`config.mk`:
```
export PLATFORM = sky130hd
export DESIGN_NAME = clock_ctrl
export DESIGN_NICKNAME = d
export VERILOG_FILES = /design/src/rtl/clock_pkg.sv /design/src/rtl/clock_ctrl_bcd2_counter.sv /design/src/rtl/clock_ctrl.sv
export SDC_FILE = /design/constraint.sdc
export NUM_CORES = 1
export LEC_CHECK = 0
export ABC_AREA = 1
export CORE_UTILIZATION = 50
export DETAILED_ROUTE_END_ITERATION = 10
export PLACE_DENSITY_LB_ADDON = 0.3
export SYNTH_ARGS = -nofsm -noshare
export SYNTH_HDL_FRONTEND = slang
export SYNTH_HIERARCHICAL = 1
export SYNTH_SLANG_ARGS = --single-unit
```
`constraint.sdc`:
```
create_clock -name clk_in -period 3 [get_ports clk_in]
set_clock_uncertainty 0.05 [all_clocks]
set_input_delay 0.45 -clock clk_in [delete_from_list [all_inputs] [get_ports clk_in]]
set_output_delay 0.45 -clock clk_in [all_outputs]
set_load 0.01 [all_outputs]
```
`src/rtl/clock_pkg.sv`:
```
// Shared mode encodings, BCD field limits and blank masks for the clock_ctrl slice.
// Defining CLOCK_CTRL_12H_EN switches the hour limits to 01..12 with a PM flag.
package clock_pkg;

  typedef enum logic [1:0] {
    MODE_RUN    = 2'd0,
    MODE_SET_HH = 2'd1,
    MODE_SET_MM = 2'd2
  } mode_e;

  localparam logic [7:0] SEC_MAX = 8'h59;
  localparam logic [7:0] MIN_MAX = 8'h59;

`ifdef CLOCK_CTRL_12H_EN
  localparam logic [7:0] HR_MAX     = 8'h12;
  localparam logic [7:0] HR_MIN     = 8'h01;
  localparam logic [7:0] HR_RST     = 8'h12;
  // Stepping away from this value (11 -> 12) flips AM/PM.
  localparam logic [7:0] HR_PM_FROM = 8'h11;
`else
  localparam logic [7:0] HR_MAX     = 8'h23;
  localparam logic [7:0] HR_MIN     = 8'h00;
  localparam logic [7:0] HR_RST     = 8'h00;
`endif

  // digit_blank bit order is {hh_t, hh_u, mm_t, mm_u, ss_t, ss_u}
  localparam int unsigned BLANK_HH_T = 5;
  localparam int unsigned BLANK_HH_U = 4;
  localparam int unsigned BLANK_MM_T = 3;
  localparam int unsigned BLANK_MM_U = 2;

  localparam logic [5:0] BLANK_HH_MASK = 6'((1 << BLANK_HH_T) | (1 << BLANK_HH_U));
  localparam logic [5:0] BLANK_MM_MASK = 6'((1 << BLANK_MM_T) | (1 << BLANK_MM_U));

endpackage

```
`src/rtl/clock_ctrl_bcd2_counter.sv`:
```
// Two-digit BCD counter wrapping MAX -> MIN, with clear, parallel load and a wrap carry.
// Units never pass 9; clear has priority over load, load over increment.
module bcd2_counter #(
  parameter logic [7:0] MAX = 8'h59,
  parameter logic [7:0] MIN = 8'h00,
  parameter logic [7:0] RST = 8'h00
) (
  input  logic       clk_in,
  input  logic       reset_n,
  input  logic       inc,
  input  logic       clr,
  input  logic       load,
  input  logic [7:0] load_val,
  output logic [7:0] value,
  output logic       carry
);

  logic [7:0] value_d;
  logic [7:0] value_q;

  always_comb begin
    value_d = value_q;
    if (clr) begin
      value_d = MIN;
    end else if (load) begin
      value_d = load_val;
    end else if (inc) begin
      if (value_q == MAX) begin
        value_d = MIN;
      end else if (value_q[3:0] == 4'd9) begin
        value_d = {value_q[7:4] + 4'd1, 4'd0};
      end else begin
        value_d = {value_q[7:4], value_q[3:0] + 4'd1};
      end
    end
  end

  always_ff @(posedge clk_in or negedge reset_n) begin
    if (!reset_n) begin
      value_q <= RST;
    end else begin
      value_q <= value_d;
    end
  end

  assign value = value_q;
  assign carry = inc & ~clr & ~load & (value_q == MAX);

endmodule

```
`src/rtl/clock_ctrl.sv`:
```
// Timekeeping and time-set controller: BCD hh:mm:ss, mode/adjust FSM with auto-repeat, set-mode blink.
// Build option CLOCK_CTRL_12H_EN selects 12 h operation with a PM indicator (24 h otherwise).
module clock_ctrl
  import clock_pkg::*;
#(
  parameter int unsigned REPEAT_DELAY = 3
) (
  input  logic       clk_in,
  input  logic       reset_n,
  input  logic       tick_1hz,
  input  logic       tick_5hz,
  input  logic       btn_mode,
  input  logic       btn_adj,
  output logic [7:0] hours,
  output logic [7:0] minutes,
  output logic [7:0] seconds,
  output logic [1:0] mode,
  output logic [5:0] digit_blank,
  output logic       pm
);

  localparam logic [3:0] REP_LIMIT = 4'(REPEAT_DELAY);

  logic       tick_1hz_q;
  logic       tick_5hz_q;
  logic       btn_mode_q;
  logic       btn_adj_q;
  logic       sec_stb;
  logic       rep_stb;
  logic       mode_stb;
  logic       adj_stb;
  mode_e      state_q;
  logic       in_run;
  logic [3:0] rep_cnt_d;
  logic [3:0] rep_cnt_q;
  logic       rep_fire;
  logic       step;
  logic       sec_inc;
  logic       sec_clr;
  logic       sec_carry;
  logic       min_inc;
  logic       min_carry;
  logic       hr_inc;
  logic       hr_carry_unused;

  always_ff @(posedge clk_in or negedge reset_n) begin
    if (!reset_n) begin
      tick_1hz_q <= 1'b0;
      tick_5hz_q <= 1'b0;
      btn_mode_q <= 1'b0;
      btn_adj_q  <= 1'b0;
    end else begin
      tick_1hz_q <= tick_1hz;
      tick_5hz_q <= tick_5hz;
      btn_mode_q <= btn_mode;
      btn_adj_q  <= btn_adj;
    end
  end

  assign sec_stb  = tick_1hz & ~tick_1hz_q;
  assign rep_stb  = tick_5hz & ~tick_5hz_q;
  assign mode_stb = btn_mode & ~btn_mode_q;
  assign adj_stb  = btn_adj & ~btn_adj_q;

  always_ff @(posedge clk_in or negedge reset_n) begin
    if (!reset_n) begin
      state_q <= MODE_RUN;
    end else if (mode_stb) begin
      case (state_q)
        MODE_RUN:    state_q <= MODE_SET_HH;
        MODE_SET_HH: state_q <= MODE_SET_MM;
        default:     state_q <= MODE_RUN;
      endcase
    end
  end

  assign in_run = (state_q == MODE_RUN);
  assign mode   = state_q;

  // Auto-repeat: the first REP_LIMIT 5 Hz strobes of a hold only count, later ones step.
  always_comb begin
    rep_cnt_d = rep_cnt_q;
    rep_fire  = 1'b0;
    if (in_run || mode_stb || !btn_adj) begin
      rep_cnt_d = 4'd0;
    end else if (rep_stb) begin
      if (rep_cnt_q == REP_LIMIT) begin
        rep_fire = 1'b1;
      end else begin
        rep_cnt_d = rep_cnt_q + 4'd1;
      end
    end
  end

  always_ff @(posedge clk_in or negedge reset_n) begin
    if (!reset_n) begin
      rep_cnt_q <= 4'd0;
    end else begin
      rep_cnt_q <= rep_cnt_d;
    end
  end

  assign step = ~in_run & ~mode_stb & (adj_stb | rep_fire);

  // A mode press in RUN wins over a coincident tick and clears the seconds.
  assign sec_inc = in_run & sec_stb & ~mode_stb;
  assign sec_clr = in_run & mode_stb;
  assign min_inc = (in_run & sec_carry) | ((state_q == MODE_SET_MM) & step);
  assign hr_inc  = (in_run & min_carry) | ((state_q == MODE_SET_HH) & step);

  bcd2_counter #(
    .MAX (SEC_MAX),
    .MIN (8'h00),
    .RST (8'h00)
  ) u_seconds (
    .clk_in   (clk_in),
    .reset_n  (reset_n),
    .inc      (sec_inc),
    .clr      (sec_clr),
    .load     (1'b0),
    .load_val (8'h00),
    .value    (seconds),
    .carry    (sec_carry)
  );

  bcd2_counter #(
    .MAX (MIN_MAX),
    .MIN (8'h00),
    .RST (8'h00)
  ) u_minutes (
    .clk_in   (clk_in),
    .reset_n  (reset_n),
    .inc      (min_inc),
    .clr      (1'b0),
    .load     (1'b0),
    .load_val (8'h00),
    .value    (minutes),
    .carry    (min_carry)
  );

  bcd2_counter #(
    .MAX (HR_MAX),
    .MIN (HR_MIN),
    .RST (HR_RST)
  ) u_hours (
    .clk_in   (clk_in),
    .reset_n  (reset_n),
    .inc      (hr_inc),
    .clr      (1'b0),
    .load     (1'b0),
    .load_val (8'h00),
    .value    (hours),
    .carry    (hr_carry_unused)
  );

`ifdef CLOCK_CTRL_12H_EN
  logic pm_d;
  logic pm_q;

  always_comb begin
    pm_d = pm_q;
    if (hr_inc && (hours == HR_PM_FROM)) begin
      pm_d = ~pm_q;
    end
  end

  always_ff @(posedge clk_in or negedge reset_n) begin
    if (!reset_n) begin
      pm_q <= 1'b0;
    end else begin
      pm_q <= pm_d;
    end
  end

  assign pm = pm_q;
`else
  assign pm = 1'b0;
`endif

  // Blink the field being set while the 1 Hz wave is low, held solid while adj is down.
  always_comb begin
    digit_blank = 6'b000000;
    if (!tick_1hz && !btn_adj) begin
      if (state_q == MODE_SET_HH) begin
        digit_blank = BLANK_HH_MASK;
      end else if (state_q == MODE_SET_MM) begin
        digit_blank = BLANK_MM_MASK;
      end
    end
  end

endmodule

```
==> reports/qor.txt <==
Status = completed
Die Span Y = 72.1 µm
DP Cell Count = 492
Initial Util = 0.520
Bufs on Longest Clock Path = 2
Unrepaired setup endpoints after global routing = false
Clock Pin Slew Worst Setup and Hold Paths = 70 ps
Reg area = 851 µm²
Max cap viols = 0
Layout cells sized above 1 = 0.104
Largest net degree at the start of global routing = 35
Critical path endpoint category = output pin
Synth Area per Inst = 6.90 µm²
Cts bufs inserted = 5
Critical Path Start Type = input port
Tot GR Track Use = 0.205
Die width = 72.1 µm
Vias per inst = 4.53
Power Total = 1.41 mW
DRT Pass-1 Iters = 4
Slowest cell on crit path = clkdlybuf4s50_1
Maximum vdd drop = 0.000405 V
CP Cell Sequence = clkdlybuf4s50_1, nor4_1, clkdlybuf4s50_1
Row Count = 25
Nets = 451
Power density over the cells = 459 nW/µm²
DR WL/cell = 9.52 µm
DRT iter0 DRCs = 85
DRC = 0
Post-CTS Setup Bufs = 0
First-pass GRT wire length = 8.45 mm
Worst min path class = reg2reg
P&R area growth vs syn = 24.9%
Placer Congestion = 0.861
Worst-Margin Slew = 520 ps
Skew-Pair Late Insertion Delay = 290 ps
Final hold slack = 481 ps
Gr ovfl total = 0
CTS H-tree depth = 2
TritonCTS clock tree = yes
Final Core Density = 0.649
Yosys Warn Count = 6
Multi-input gate area = 1490 µm²
Final setup violation count = 0
Critical path type = in2out
Worst Path Required = 2500 ps
Core outline area = 4720 µm²
FF-to-FF setup slack = 590 ps
Initial antenna violation count = 0
Fill count = 433
Slowest stage delay, CP = 640 ps
Crit-path max FO = 4
Total number of vias = 2,261
Routed Antenna Nets = 0
Pleak = 1.61 nW
Die area = 5200 µm²
# diodes = 0
Post-Syn Area = 2460 µm²
Port Buffers = 35
Rel. slew slack = 0.650
Root Buffer = clkbuf_8
Final hold vios = 0
Setup TNS = 0 ps
CTS resizes = 0
Fin crit share = 0.878
TritonCTS Sinks = 34
Final slew viol count = 0
Fmax = 380 MHz
Fin crit period = 2630 ps
Non-Filler Instances = 499
Final WL = 4.75 mm
DP HPWL = 3.67 mm
Vias in the first global route = 1,969
Synth Instances = 356
Worst path arrival time = 2130 ps
Hold buffer count at cts = 0
Ports = 39
Most common cell on crit path = clkdlybuf4s50_1
==> layer usage <==
metal | vias to the layer above | wire [µm] | track usage
li1 | 1208 | - | -
met1 | 1006 | 2190 | 0.255
met2 | 40 | 2360 | 0.363
met3 | 7 | 152 | 0.0375
met4 | 0 | 51 | 0.0588
met5 | - | 0 | 0
==> final timing paths <==
kind | cells past startpoint | start | to
max reg2reg | 19 | mode[1]$_DFFE_PN0P_ | u_hours/value[0]$_DFFE_PN0P_
max in group asynchronous | 2 | reset_n | u_hours/value[4]$_DFFE_PN0P_
max | 3 | btn_adj | digit_blank[5]
min in group asynchronous | 2 | reset_n | rep_cnt_q[1]$_DFFE_PN0P_
min reg2reg | 2 | u_minutes/value[7]$_DFFE_PN0P_ | u_minutes/value[7]$_DFFE_PN0P_
min | 2 | u_minutes/value[7]$_DFFE_PN0P_ | u_minutes/value[7]$_DFFE_PN0P_
==> cells in the final DEF, fill, tap and decap left out, drive strengths merged <==
| cell type | count |
|---|---|
| nand4 | 8 |
| o21ai | 17 |
| nand3 | 26 |
| buf | 1 |
| dfrtp | 34 |
| a21oi | 2 |
| xnor2 | 2 |
| clkbuf | 5 |
| nor4 | 4 |
| nor2 | 31 |
| o21bai | 1 |
| clkdlybuf4s50 | 35 |
| nor3 | 1 |
| conb | 41 |
| clkinv | 3 |
| inv | 50 |
| ha | 13 |
| nand2 | 155 |
| xor2 | 3 |
==> power by group <==
group | total (mW) | switching, mW | internal [mW]
logic | 0.479 | 0.260 | 0.219
clock network | 0.319 | 0.164 | 0.156
registers | 0.611 | 0.0946 | 0.517
==> critical path: cells and delay by family <==
family / cells / cell delay [ps]
buf+inv: 2 / 1150
simple gates: 1 / 540
==> area by class of cell <==
| type | instances | share of cell area |
|---|---|---|
| multi-input cells | 304 | 0.487 |
| flip-flops and latches | 34 | 0.277 |
| repair buffers | 36 | 0.117 |
| inverters | 51 | 0.0657 |
| well taps | 67 | 0.0273 |
| clock buffers | 5 | 0.0224 |
| clock inverters | 2 | 0.00326 |
==> through the flow <==
stage	setup WS, ps	cell area [µm²]
6_report	365	3070
5_1_grt	85.7	3070
4_1_cts	378	3070
3_5_place_dp	123	2990
3_3_place_gp	174	2990
2_1_floorplan	798	2610
==> registers in the layout, summed over array words and instances (netlist names) <==
name,cells
rep_cnt_q,4
u_hours/value,8
mode,2
btn_mode_q,1
btn_adj_q,1
tick_1hz_q,1
u_seconds/value,8
tick_5hz_q,1
u_minutes/value,8
Power figures use the tool's default switching activity.
